===== config.mk =====
export PLATFORM = sky130hd
export DESIGN_NAME = alu32_slice_sequencer
export DESIGN_NICKNAME = d
export VERILOG_FILES = /design/src/rtl/alu_pkg.sv /design/src/rtl/alu32_slice_sequencer.sv
export SDC_FILE = /design/constraint.sdc
export NUM_CORES = 1
export LEC_CHECK = 0
export BUFFER_PORTS_ARGS = -buffer_cell sky130_fd_sc_hd__clkbuf_2
export CELL_PAD_IN_SITES_DETAIL_PLACEMENT = 1
export CELL_PAD_IN_SITES_GLOBAL_PLACEMENT = 2
export CORE_MARGIN = 8
export CORE_UTILIZATION = 33
export CTS_CLUSTER_SIZE = 24
export DETAILED_ROUTE_END_ITERATION = 6
export PLACE_DENSITY_LB_ADDON = 0.1
export SLEW_MARGIN = 30
export SYNTH_ARGS = -nofsm -noshare
export SYNTH_HDL_FRONTEND = slang
export SYNTH_SLANG_ARGS = --single-unit

===== constraint.sdc =====
create_clock -name clk -period 1.95 [get_ports clk]
set_input_delay 0.4875 -clock clk [delete_from_list [all_inputs] [get_ports clk]]
set_output_delay 0.4875 -clock clk [all_outputs]
set_load 0.02 [all_outputs]

===== src/rtl/alu_pkg.sv =====
// Shared definitions for the 32-bit ALU slice sequencer.
//   - Opcode encodings seen on in_op and driven onto alu_op.
//   - Sequencer state encoding.
//   - Small helpers that classify opcodes.
package alu_pkg;

  localparam logic [2:0] OP_AND = 3'b000;
  localparam logic [2:0] OP_OR  = 3'b001;
  localparam logic [2:0] OP_ADD = 3'b010;
  localparam logic [2:0] OP_SUB = 3'b110;
  localparam logic [2:0] OP_SLT = 3'b111;

  typedef enum logic [1:0] {
    ST_IDLE = 2'd0,
    ST_LO   = 2'd1,
    ST_HI   = 2'd2,
    ST_DONE = 2'd3
  } state_t;

  function automatic logic is_legal_op(input logic [2:0] op);
    return (op == OP_AND) || (op == OP_OR) || (op == OP_ADD) ||
           (op == OP_SUB) || (op == OP_SLT);
  endfunction

  // AND/OR have no carry chain and report no carry or overflow.
  function automatic logic is_logic_op(input logic [2:0] op);
    return (op == OP_AND) || (op == OP_OR);
  endfunction

  // SLT is run through the slice as a subtraction; the less-than bit is
  // derived here from the high pass, so the slice's own less path is unused.
  function automatic logic [2:0] slice_op(input logic [2:0] op);
    return (op == OP_SLT) ? OP_SUB : op;
  endfunction

endpackage


===== src/rtl/alu32_slice_sequencer.sv =====
// Sequences one DATA_W-bit ALU operation as two passes through an external
// SLICE_W-bit ALU slice: low half first, then high half with the carry of the
// low pass chained in. SLT is computed as a subtraction and fixed up on the
// high-pass result (set ^ overflow).
//
// Ports
//   clk, rst_n                    clock, asynchronous active-low reset
//   in_valid/in_ready             request handshake (ready only when idle)
//   in_op, in_a, in_b             opcode and operands
//   out_valid/out_ready           result handshake; result held until taken
//   out_result, out_cout,
//   out_overflow, out_zero,
//   out_err                       result and status of the finished operation
//   alu_a, alu_b, alu_op,
//   alu_cin, alu_less             driven to the slice (0 when not in a pass)
//   alu_result, alu_cout,
//   alu_set, alu_zero,
//   alu_overflow                  returned by the slice
module alu32_slice_sequencer
  import alu_pkg::*;
#(
  parameter int SLICE_W = 16,
  parameter int DATA_W  = 32  // must be 2*SLICE_W
) (
  input  logic               clk,
  input  logic               rst_n,
  input  logic               in_valid,
  output logic               in_ready,
  input  logic [2:0]         in_op,
  input  logic [DATA_W-1:0]  in_a,
  input  logic [DATA_W-1:0]  in_b,
  output logic               out_valid,
  input  logic               out_ready,
  output logic [DATA_W-1:0]  out_result,
  output logic               out_cout,
  output logic               out_overflow,
  output logic               out_zero,
  output logic               out_err,
  output logic [SLICE_W-1:0] alu_a,
  output logic [SLICE_W-1:0] alu_b,
  output logic [2:0]         alu_op,
  output logic               alu_cin,
  output logic               alu_less,
  input  logic [SLICE_W-1:0] alu_result,
  input  logic               alu_cout,
  input  logic               alu_set,
  input  logic               alu_zero,
  input  logic               alu_overflow
);

  state_t              state, state_nxt;
  logic [2:0]          op_q;
  logic [DATA_W-1:0]   a_q, b_q;
  logic [SLICE_W-1:0]  res_lo_q;
  logic                carry_q;
  logic                zero_lo_q;
  logic                slt_bit;

  assign slt_bit = alu_set ^ alu_overflow;

  // State register.
  // NOTE: sequential state uses non-blocking assignments so every flop samples
  // the pre-edge values of the others, independent of statement order.
  always_ff @(posedge clk or negedge rst_n) begin
    if (!rst_n) state <= ST_IDLE;
    else        state <= state_nxt;
  end

  // Next-state logic.
  always_comb begin
    state_nxt = state;
    unique case (state)
      ST_IDLE: if (in_valid) state_nxt = is_legal_op(in_op) ? ST_LO : ST_DONE;
      ST_LO:   state_nxt = ST_HI;
      ST_HI:   state_nxt = ST_DONE;
      ST_DONE: if (out_ready) state_nxt = ST_IDLE;
      default: state_nxt = ST_IDLE;
    endcase
  end

  // Output logic: handshakes and slice drive, decoded from state and the
  // latched request.
  // NOTE: every output gets a default before the case so no path leaves it
  // unassigned, which would otherwise infer a latch.
  always_comb begin
    in_ready  = 1'b0;
    out_valid = 1'b0;
    alu_a     = '0;
    alu_b     = '0;
    alu_op    = '0;
    alu_cin   = 1'b0;
    alu_less  = 1'b0;
    unique case (state)
      ST_IDLE: in_ready = 1'b1;
      ST_LO: begin
        alu_a   = a_q[SLICE_W-1:0];
        alu_b   = b_q[SLICE_W-1:0];
        alu_op  = slice_op(op_q);
        alu_cin = (op_q == OP_SUB) || (op_q == OP_SLT);
      end
      ST_HI: begin
        alu_a   = a_q[DATA_W-1:SLICE_W];
        alu_b   = b_q[DATA_W-1:SLICE_W];
        alu_op  = slice_op(op_q);
        alu_cin = is_logic_op(op_q) ? 1'b0 : carry_q;
      end
      ST_DONE: out_valid = 1'b1;
      default: ;
    endcase
  end

  // Request latch, low-pass capture and result registers.
  always_ff @(posedge clk or negedge rst_n) begin
    if (!rst_n) begin
      op_q         <= '0;
      a_q          <= '0;
      b_q          <= '0;
      res_lo_q     <= '0;
      carry_q      <= 1'b0;
      zero_lo_q    <= 1'b0;
      out_result   <= '0;
      out_cout     <= 1'b0;
      out_overflow <= 1'b0;
      out_zero     <= 1'b0;
      out_err      <= 1'b0;
    end else begin
      unique case (state)
        ST_IDLE: begin
          if (in_valid) begin
            op_q    <= in_op;
            a_q     <= in_a;
            b_q     <= in_b;
            out_err <= !is_legal_op(in_op);
            // Illegal opcodes skip both passes and report a clean zero.
            if (!is_legal_op(in_op)) begin
              out_result   <= '0;
              out_cout     <= 1'b0;
              out_overflow <= 1'b0;
              out_zero     <= 1'b1;
            end
          end
        end
        ST_LO: begin
          res_lo_q  <= alu_result;
          carry_q   <= alu_cout;
          zero_lo_q <= alu_zero;
        end
        ST_HI: begin
          out_cout     <= is_logic_op(op_q) ? 1'b0 : alu_cout;
          out_overflow <= is_logic_op(op_q) ? 1'b0 : alu_overflow;
          if (op_q == OP_SLT) begin
            out_result <= {{(DATA_W-1){1'b0}}, slt_bit};
            out_zero   <= !slt_bit;
          end else begin
            out_result <= {alu_result, res_lo_q};
            out_zero   <= zero_lo_q & alu_zero;
          end
        end
        default: ;
      endcase
    end
  end

endmodule


======== Word-level counts from Yosys, hierarchy flattened ========
Cells that the tools add are included.
word-level totals
  bits in registers ....................... 123
  latch bits .............................. 0
  bits in writable memories ............... 0
  bits in read-only memories .............. 0
  input port bits ......................... 91
  output and inout bits ................... 75
  memories ................................ 0
operators by class
  $add $sub $neg .......................... 0
  multipliers ............................. 0
  div/mod/pow operators ................... 0
  order comparisons ....................... 0
  equality and inequality tests ........... 13
  shifts and indexed selects .............. 0
  multiplexer cells ....................... 26
  bitwise gates (word level) .............. 2
  reductions and logical operators ........ 16
operators with widths
  operator                                                         number
  32-bit 2-to-1 mux                                                3
  16-bit case mux with 2 select lines                              2
  32-bit case mux with 2 select lines                              1
  3-bit == test, second input constant                             4
  1-bit 2-to-1 mux                                                 10
  1-bit case mux with 2 select lines                               4
  2-bit case mux with 4 select lines                               1
  3-bit by 1-bit == test with 1-bit output, second input constant  2
  3-bit logical NOT                                                2
  1-bit logical OR                                                 6
  2-bit 2-to-1 mux                                                 3
  3-bit 2-to-1 mux                                                 2
  2-bit != test, second input constant                             3
  2-bit == test, second input constant                             2
  2-bit AND reduction                                              2
  3-bit by 2-bit == test with 1-bit output, second input constant  1
  3-bit AND reduction                                              1
  2-bit by 1-bit == test with 1-bit output, second input constant  1
  1-bit logical NOT                                                2
  2-bit logical NOT                                                1
  2-bit nonzero test                                               1
  2-bit OR reduction                                               1
  1-bit AND                                                        1
  1-bit bitwise XOR                                                1

======== Longest topological paths before layout ========
Gate-level depths: netlist of the first run.
  depth after elaboration ................. 8
  mapped depth ............................ 8

======== Least setup slack after synthesis of the first run ========
Ideal clock, no wire load.
  kind .................................... register -> output
  start ................................... reg state[0]
  end ..................................... out alu_op[0]
  arrival ................................. 1.539 ns
  required time ........................... 1.462 ns
  slack ................................... -0.077 ns
  cell stages (with the launch flop) ...... 7
  cells stage by stage .................... dfrtp_1 -> inv_1 -> ha_1 -> clkbuf_1 -> clkbuf_1 -> nand2_1 -> a21oi_1
between the ends
  longest elaborated chain between the ends .. 3
  elaborated cells between the ends (all ways) .. 4
ends and longest elaborated chain
  element                                                                           RTL line                     RTL
  start, declared                                                                   alu32_slice_sequencer.sv:51  state_t state, state_nxt;
  start signal, assigned                                                            alu32_slice_sequencer.sv:66  else state <= state_nxt;
  2-bit == test / 2-bit by 1-bit == test with 1-bit output (equally long branches)  alu32_slice_sequencer.sv:93  unique case (state)
  2-bit OR reduction (no source line) (*)                                           n/a
  3-bit 2-to-1 mux (*)                                                              n/a
  end, declared                                                                     alu32_slice_sequencer.sv:41  output logic [2:0] alu_op,
Mark *: on every way between the ends. The rest lies on a longest branch, timed or not.

======== Worst setup path after layout of the first run ========
  start ................................... reg state[0]
  end ..................................... out alu_b[0]
between the ends
  longest elaborated chain between the ends .. 2
  elaborated cells between the ends (all ways) .. 3
ends and longest elaborated chain
  element                                                                           RTL line                     RTL
  2-bit == test / 2-bit by 1-bit == test with 1-bit output (equally long branches)  alu32_slice_sequencer.sv:93
  16-bit case mux with 2 select lines (*)                                           alu32_slice_sequencer.sv:93
  end, declared                                                                     alu32_slice_sequencer.sv:40  output logic [SLICE_W-1:0] alu_b,
Marked as above.

==> results of run 1 <==
==> cells by family after synthesis <==
group	count (synthesis)	synth area share
compound gates	43	0.0554
xor+xnor	1	0.00159
fa+ha+maj	5	0.0114
buf+inv	69	0.0617
flops	123	0.558
mux	122	0.241
other cells	1	0.000680
simple gates	77	0.0697
==> synth_stat cells, drive strengths merged <==
cell / n / area (um2)
nor3: 1 / 5.00
and2: 3 / 18.8
o21a: 1 / 7.51
buf: 18 / 149
a22oi: 32 / 240
ha: 5 / 62.6
o22ai: 1 / 6.26
a32oi: 1 / 8.76
mux2: 86 / 968
mux2i: 36 / 360
clkbuf: 12 / 45.0
nand2: 38 / 143
inv: 39 / 146
a31oi: 2 / 12.5
nand3: 1 / 5.00
a21oi: 3 / 15.0
xor2: 1 / 8.76
nor2b: 34 / 213
conb: 1 / 3.75
dfrtp: 123 / 3080
o21ai: 3 / 15.0
==> state kept, by name (all words and copies together) (netlist names) <==
| name | flops |
|---|---|
| state | 2 |
| out_cout | 1 |
| out_err | 1 |
| out_result | 32 |
| op_q | 3 |
| res_lo_q | 16 |
| zero_lo_q | 1 |
| out_zero | 1 |
| b_q | 32 |
| a_q | 32 |
| carry_q | 1 |
| out_overflow | 1 |
==> worst max-delay path: stages, from the launching register on <==
cell	delay [ns]
dfrtp_1	0.39
buf_4	0.15
ha_4	0.18
buf_12	0.15
a22oi_1	0.30
nor2b_4	0.07
clkbuf_8	0.16
==> metrics by stage <==
step	utilization	area [um2]
2_1_floorplan	-	5600
3_3_place_gp	0.415	6830
3_5_place_dp	0.415	6830
4_1_cts	0.472	7780
5_1_grt	0.486	8000
6_report	0.486	8000
==> worst paths after layout <==
check                              start             end  slack [ns]  cells after the start
worst max-delay path            state[0]        alu_b[0]       -0.34                      6
worst min-delay path             in_b[4]          b_q[4]        0.30                      2
worst max register to register  state[1]  out_result[17]        0.07                      7
worst min register to register    a_q[2]          a_q[2]        0.51                      1
max in group asynchronous          rst_n        state[1]        0.83                      3
min in group asynchronous          rst_n     res_lo_q[2]        0.52                      2
==> cells in the final DEF (no fill, tap or decap), types with 2 or more instances in the layout <==
| cell type | count |
|---|---|
| clkbuf_2 | 127 |
| dfrtp_1 | 122 |
| mux2_2 | 86 |
| inv_1 | 37 |
| nand2_1 | 36 |
| mux2i_1 | 35 |
| a22oi_1 | 26 |
| nor2b_2 | 22 |
| clkbuf_16 | 19 |
| clkbuf_8 | 18 |
| buf_4 | 15 |
| buf_12 | 12 |
| nor2b_4 | 11 |
| clkbuf_4 | 9 |
| buf_8 | 7 |
| buf_6 | 7 |
| a22oi_2 | 6 |
| clkinvlp_4 | 5 |
| o21ai_0 | 3 |
| ha_4 | 3 |
| bufinv_16 | 3 |
| and2_1 | 2 |
| nand2_2 | 2 |
| a21oi_1 | 2 |
| ha_1 | 2 |
| clkinv_4 | 2 |
| inv_6 | 2 |
==> layer usage <==
layer / track usage / part of all wire / up-vias / wire length [um]
met1: 0.175 / 0.43 / 1983 / 6730
met2: 0.249 / 0.50 / 107 / 7750
li1: - / - / 1858 / -
met3: 0.0569 / 0.057 / 17 / 881
met4: 0.0463 / 0.012 / 4 / 190
met5: 0 / 0.0018 / - / 28
==> power by group <==
part           switching (W)  total, W  leakage [nW]  internal, W
logic                0.00369   0.00781          2.05      0.00412
clock network        0.00120   0.00325         0.282      0.00205
registers           0.000715   0.00448          1.51      0.00377
total                0.00560    0.0155          3.84      0.00994
==> cell type report <==
class / count / area [um2]
multi-input combinational: 249 / 2350
sequential: 123 / 3080
clock buffer: 19 / 443
tap: 220 / 275
clock inverter: 13 / 168
timing repair buffer: 197 / 1530
inverter: 39 / 149
fill: 1751 / 8470
==> what timing repair did <==
action | CTS | global route
hold buffers | 1 | 0
gates resized for setup | 74 | 34
cloned | 0 | 2
pin swaps | 1 | 2
buffers inserted | 2 | 6
endpoints found under the setup margin | 37 | 36
endpoints found under the hold margin | 19 | 0
==> impl_metrics.py, run 1 <==
metrics = {
    "outcome": {
        "status": "complete, but fails checks",
        "violations": "negative setup slack",
    },
    "placed_design": {
        "dp_slack_ns": 0.0289,
        "io_buffers": 164,
        "dp.cells": 817,
        "dpl.hpwl_um": 11000,
        "place_congestion": 0.748,
    },
    "critical_path": {
        "cp-start-kind": "flop",
        "path_max_fanout": 13,
        "worst_ep_arrival_time_ns": 1.80,
        "crit_path_end_kind": "primary output",
        "crit_required_ns": 1.46,
        "worstSetupPathType": "flop to primary output",
    },
    "cts": {
        "clock_latency_ns": 0.41,
        "cts_tree": "done",
        "cts-buffers-inserted": 17,
        "clock-sinks": 123,
        "cts_htree_levels": 4,
        "path_clk_slew_ns": 0.06,
        "clock_path_buffers": 2,
        "root_buffer": "clkbuf_16",
    },
    "global_routing": {
        "grt_max_degree": 41,
        "grtUsageTotal": 0.149,
        "grt-ovfl-total": 0,
        "antenna_found_initial": 2,
        "grt_pass1_vias": 4570,
        "grt_pass1_wl_um": 24900,
    },
    "yosys": {
        "ys_ff_latch": 123,
        "yosysWarnings": 0,
        "syn_area_per_cell_um2": 12.5,
        "netlist_area_mm2": 0.00551,
        "synth_cell_types": 24,
        "synth_fp_nets": 537,
        "syn_inst": 441,
        "yosysSeqAreaShare": 0.558,
    },
    "finish": {
        "drive_gt1_frac": 0.570,
        "fin_cells": 860,
        "final_nets": 723,
        "num_antenna_cells": 0,
        "syn_to_final_growth_pct": 45.1,
    },
    "sta": {
        "fmax_ghz": 0.437,
        "setup_violations": 36,
        "maxSlewViolCount": 0,
        "timing.final.crit_share": 1.17,
        "layout_min_cycle_time_ns": 2.29,
        "rsz0062_at_grt": "yes",
        "hold_viol_final": 0,
        "whs_ns": 0.303,
        "skew_ns": 0.00601,
        "fin_ws_ns": -0.339,
        "tns_ns": -10.39,
    },
    "die": {
        "die_y_um": 145,
        "fp-row-count": 47,
        "die_width_um": 145,
        "fp.coreArea_mm2": 0.0165,
        "start_util": 0.335,
        "pin_count": 166,
        "dieArea_mm2": 0.0211,
    },
    "detailed_routing": {
        "ant_nets": 0,
        "drc": 0,
        "vias": 3969,
        "routed_wl_um": 15600,
        "avgViaCountPerCell": 4.62,
        "drtIter0Drc": 102,
        "firstDrtPassIters": 4,
        "wl_per_cell_um": 18.1,
    },
    "power_and_ir_drop": {
        "total_leakage_power_nw": 3.84,
        "totalPowerFinal_w": 0.0155,
        "cellPowerDensity_mw_per_mm2": 1940,
        "vdd_drop_max_uv": 800,
    },
    "job": {
        "maxCapViolations": 0,
    },
    "min_path": {
        "hp-class": "input port to flop",
    },
}
No activity file was read; power rests on OpenSTA's default activity.
==> run 2: changes to the inputs <==
--- a/config.mk
+++ b/config.mk
@@ -5,11 +5,11 @@
 export SDC_FILE = /design/constraint.sdc
 export NUM_CORES = 1
 export LEC_CHECK = 0
-export BUFFER_PORTS_ARGS = -buffer_cell sky130_fd_sc_hd__clkbuf_2
+export BUFFER_PORTS_ARGS = -buffer_cell sky130_fd_sc_hd__buf_2
 export CELL_PAD_IN_SITES_DETAIL_PLACEMENT = 1
 export CELL_PAD_IN_SITES_GLOBAL_PLACEMENT = 2
 export CORE_MARGIN = 8
-export CORE_UTILIZATION = 33
+export CORE_UTILIZATION = 36
 export CTS_CLUSTER_SIZE = 24
 export DETAILED_ROUTE_END_ITERATION = 6
 export PLACE_DENSITY_LB_ADDON = 0.1
==> constraint.sdc (replaced) <==
create_clock -name clk -period 2.92 [get_ports clk]
set_input_delay 0.73 -clock clk [delete_from_list [all_inputs] [get_ports clk]]
set_output_delay 0.73 -clock clk [all_outputs]
set_load 0.02 [all_outputs]
==> run 2 against run 1 <==
  * The run now ends clean
  * Critical path depth up 1
  * Flip-flop and latch count unchanged
  * Final cell count down 6.3%
  * Non-clock buffer count down 21
  * Core utilization down 1.2 points
  * Sequential share of layout area up 4.6 points
  * Routed wire length down 7.1%
  * Total power down 43%
  * Critical path type unchanged
==> impl_metrics.py, run 2 (synthesis results as in run 1) <==
metrics = {
    "critical_path": {
        "crit_path_end_kind": "primary output",
        "rr_startpoint": "state[0]",
        "worstSetupPathType": "flop to primary output",
        "cp-start-kind": "flop",
        "worst_ep_arrival_time_ns": 2.00,
        "path_max_fanout": 15,
        "crit_required_ns": 2.19,
        "crit_start": "state[0]",
    },
    "detailed_routing": {
        "drtIter0Drc": 119,
        "dr_wl_met2_um": 7080,
        "vias": 3838,
        "drt-met1-wl_um": 6180,
        "wl_met3_um": 1010,
        "routed_wl_um": 14500,
        "firstDrtPassIters": 4,
        "avgViaCountPerCell": 4.76,
        "drc": 0,
        "ant_nets": 0,
        "maxUsedRoutingLayer": "met5",
        "wl_per_cell_um": 18.0,
    },
    "power_and_ir_drop": {
        "comb_power_share": 0.432,
        "internal_power_w": 0.00565,
        "p_sw_frac": 0.365,
        "cellPowerDensity_mw_per_mm2": 1240,
        "totalPowerFinal_w": 0.00889,
        "vdd_drop_max_uv": 506,
        "total_leakage_power_nw": 3.58,
        "pwr-share-clk": 0.237,
        "power_switching_w": 0.00324,
        "seq_power_share": 0.331,
    },
    "sta": {
        "maxSlewViolCount": 0,
        "skew_ns": 0.00639,
        "whs_ns": 0.305,
        "rsz0062_at_grt": "no",
        "tns_ns": 0,
        "fin_ws_ns": 0.188,
        "hold_viol_final": 0,
        "setup_violations": 0,
        "layout_min_cycle_time_ns": 2.73,
        "relSlewSlack": 0.642,
        "timing.final.crit_share": 0.936,
        "tightest_slew_ns": 0.537,
        "fmax_ghz": 0.366,
    },
    "die": {
        "dieArea_mm2": 0.0195,
        "die_y_um": 140,
        "pin_count": 166,
        "fp.coreArea_mm2": 0.0151,
        "start_util": 0.365,
        "fp-row-count": 45,
        "die_width_um": 140,
    },
    "finish": {
        "final_nets": 702,
        "largest_registers": "a_q (32), b_q (32), out_result (32)",
        "final_common_cell": "buf_2",
        "syn_to_final_growth_pct": 29.6,
        "most-common-layout-cells": "buf_2, dfrtp_1, mux2_2",
        "drive_gt1_frac": 0.478,
        "fin_cells": 806,
    },
    "placed_design": {
        "io_buffers": 164,
        "dp_slack_ns": 0.508,
        "dpl.hpwl_um": 10600,
        "dp.cells": 775,
        "place_congestion": 0.768,
    },
    "global_routing": {
        "grt-ovfl-total": 0,
        "antenna_found_initial": 2,
        "grt_pass1_vias": 4623,
        "grt_max_degree": 54,
        "grtUsageTotal": 0.153,
        "grt_pass1_wl_um": 23700,
    },
    "cts": {
        "clock_path_buffers": 2,
        "hold_buffers": 0,
        "clock_latency_ns": 0.40,
        "root_buffer": "clkbuf_16",
        "clock-sinks": 123,
        "cts_tree": "done",
        "path_clk_slew_ns": 0.05,
        "cts_htree_levels": 4,
        "cts-buffers-inserted": 17,
    },
    "outcome": {
        "status": "completed",
    },
    "min_path": {
        "hp-class": "input port to asynchronous set/reset pin",
    },
    "job": {
        "maxCapViolations": 0,
    },
}
## run 2: cell types whose count changed in the layout (fill, tap and decap cells not counted), sizes merged
cell,delta
dlygate4sd3,-1
diode,+1
clkbuf,-152
inv,-2
clkinv,+1
buf,+135
clkinvlp,-4
## run 2: power by group through the flow
stage	combinational [W]	sequential (W)	clock [W]
2_1_floorplan	0.00261	0.00307	0
3_3_place_gp	0.00384	0.00291	0
3_5_place_dp	0.00393	0.00297	0
4_1_cts	0.00394	0.00295	0.00216
5_1_grt	0.00420	0.00306	0.00224
6_report	0.00384	0.00295	0.00210
## run 2: repair_timing
item                       CTS  global route
resized for setup            0             2
setup endpoints to repair    0            13
buffers inserted             0             0
## run 2: final cells by class
cell class / count / area [um2]
fillers: 1650 / 7950
well taps: 188 / 235
multi-input cells: 249 / 2120
inverters: 39 / 146
clock buffers: 22 / 474
diodes: 1 / 2.50
clock inverters: 8 / 118
repair buffers: 176 / 963
flip-flops and latches: 123 / 3080
## run 2: final timing paths
kind | endpoint | slack (ns) | cells after the start
setup / recovery | alu_cin | 0.19 | 7
hold / removal | res_lo_q[2] | 0.30 | 1
setup reg to reg | out_result[24] | 0.59 | 7
hold reg to reg | a_q[7] | 0.50 | 1
max in group asynchronous | out_result[5] | 1.97 | 2
min in group clk | a_q[7] | 0.50 | 1
## run 2: critical path, cell delays in order (launching register included)
cell and delay (ns):
dfrtp_1 0.40, inv_1 0.14, ha_1 0.19, buf_4 0.23
o21a_1 0.22, a32oi_2 0.11, nor2b_1 0.14, buf_2 0.17
## run 2: through the flow
stage	util	instance area, um2
after global routing	0.473	7140
after floorplan	-	5510
after global placement	0.433	6540
after detailed placement	0.433	6540
final	0.473	7140
after CTS	0.472	7130
## run 2: routing by layer
layer / GRT usage / vias up
li1: - / 1811
met1: 0.171 / 1907
met2: 0.259 / 104
met3: 0.0612 / 14
met4: 0.0560 / 2
met5: 0 / -
==> run 3: changes to the inputs <==
==> constraint.sdc (replaced) <==
create_clock -name clk -period 2.92 [get_ports clk]
set_input_delay 0.146 -clock clk [delete_from_list [all_inputs] [get_ports clk]]
set_output_delay 0.146 -clock clk [all_outputs]
set_load 0.02 [all_outputs]
==> run 3 against run 2 <==
  * Core utilization is 5.0 points higher
  * Critical path type unchanged
  * Routed wire length grew 7.0%
  * Sequential share of layout area down 4.1 points
  * Critical path depth shrank 1
  * Critical endpoint is now alu_a[4]
  * Setup slack gained 0.35 ns
  * Register-to-register slack improved by 0.34 ns
  * Clock skew shrank 0.0013 ns
  * Maximum frequency is 15% higher
  * Via count up 9.6%
  * Clock-buffer cell count up 6
  * Total power down 2.2%
==> impl_metrics.py, run 3 (synthesis results as in run 1) <==
metrics = {
    "critical_path": {
        "worstSetupPathType": "flop to primary output",
        "crit_path_end_kind": "primary output",
        "worst_ep_arrival_time_ns": 2.23,
        "path_max_fanout": 25,
        "cp-start-kind": "flop",
        "crit_required_ns": 2.77,
        "ff2ff_path_depth": 7,
    },
    "detailed_routing": {
        "drtIter0Drc": 156,
        "drc": 0,
        "ant_nets": 0,
        "routed_wl_um": 15500,
        "vias": 4206,
        "avgViaCountPerCell": 4.73,
        "firstDrtPassIters": 4,
        "wl_per_cell_um": 17.4,
    },
    "die": {
        "die_width_um": 140,
        "fp-row-count": 45,
        "dieArea_mm2": 0.0195,
        "die_y_um": 140,
        "fp.coreArea_mm2": 0.0151,
        "start_util": 0.365,
        "pin_count": 166,
    },
    "cts": {
        "root_buffer": "clkbuf_16",
        "path_clk_slew_ns": 0.05,
        "post_cts_buffers": 0,
        "clock_latency_ns": 0.41,
        "cts-buffers-inserted": 17,
        "cts_resized": 0,
        "cts_htree_levels": 4,
        "cts_tree": "done",
        "clock_path_buffers": 2,
        "hold_buffers": 87,
        "clock-sinks": 123,
    },
    "finish": {
        "final_nets": 786,
        "fill_cells": 1596,
        "syn_to_final_growth_pct": 43.1,
        "num_antenna_cells": 0,
        "largest_registers": "a_q (32), b_q (32), out_result (32)",
        "regArea_mm2": 0.00308,
        "fin_cells": 889,
        "most-common-layout-cells": "buf_2, dfrtp_1, dlygate4sd3_1",
        "drive_gt1_frac": 0.407,
        "multi_input_area_mm2": 0.00211,
        "final_common_cell": "buf_2",
    },
    "global_routing": {
        "grt_pass1_wl_um": 25600,
        "grt-ovfl-total": 0,
        "grt_pass1_vias": 4969,
        "grtUsageTotal": 0.165,
        "grt_max_degree": 124,
        "antenna_found_initial": 0,
    },
    "sta": {
        "relSlewSlack": 0.544,
        "timing.final.crit_share": 0.815,
        "skew_ns": 0.00508,
        "hold_viol_final": 0,
        "rsz0062_at_grt": "no",
        "tns_ns": 0,
        "setup_violations": 0,
        "layout_min_cycle_time_ns": 2.38,
        "fmax_ghz": 0.420,
        "maxSlewViolCount": 0,
        "tightest_slew_ns": 0.684,
    },
    "power_and_ir_drop": {
        "cellPowerDensity_mw_per_mm2": 1100,
        "vdd_drop_max_uv": 466,
        "total_leakage_power_nw": 3.89,
    },
    "outcome": {
        "status": "completed",
    },
    "placed_design": {
        "io_buffers": 164,
        "dpl.hpwl_um": 9990,
        "place_congestion": 0.718,
        "dp.cells": 772,
    },
    "min_path": {
        "hp-class": "input port to flop",
        "whs_path_depth": 4,
    },
    "job": {
        "maxCapViolations": 0,
    },
}
## run 3: stage by stage
step                power [W]   util  instance area [um2]  hold WS, ns  worst slack, ns
finish                0.00869  0.523                 7890        0.128            0.539
global route          0.00929  0.523                 7890        0.158            0.363
CTS                   0.00884  0.523                 7890        0.106            0.486
detailed placement    0.00684  0.431                 6500        0.316            0.896
global placement      0.00672  0.431                 6500        0.312            0.973
floorplan             0.00568      -                 5510       -0.150             1.19
## run 3: path summary, 6_finish.rpt
| path | slack (ns) | start | endpoint |
|---|---|---|---|
| worst min-delay path | 0.13 | out_ready | state[1] |
| worst max-delay path | 0.54 | state[1] | alu_a[4] |
| worst max register to register | 0.93 | state[0] | out_result[4] |
| worst min register to register | 0.50 | res_lo_q[4] | res_lo_q[4] |
| max in group asynchronous | 2.03 | rst_n | b_q[30] |
| min in group asynchronous | 0.37 | rst_n | out_result[2] |
## run 3: power by group
group	leakage (nW)	total (W)	internal [W]	switching (W)
Sequential	1.51	0.00295	0.00252	0.000430
Clock	0.254	0.00184	0.00116	0.000683
Combinational	2.12	0.00390	0.00177	0.00213
## run 3: area by class of cell
cell class,count,share of cell area
sequential,123,0.390
clock inverter,2,0.00127
inverter,39,0.0186
clock buffer,28,0.0642
timing repair buffer,260,0.228
multi-input combinational,249,0.268
tap,188,0.0298
## run 3: critical path, cell delays in order (launching register included)
cell,delay [ns]
dfrtp_1,0.41
inv_1,0.11
ha_2,0.42
buf_4,0.38
a22oi_1,0.12
nor2b_1,0.17
buf_2,0.19
## run 3: metal layers
layer | vias up | track usage | share of wire
li1 | 1983 | - | -
met1 | 2083 | 0.190 | 0.42
met2 | 117 | 0.274 | 0.50
met3 | 23 | 0.0622 | 0.066
met4 | 0 | 0.0634 | 0.019
met5 | - | 0 | 0
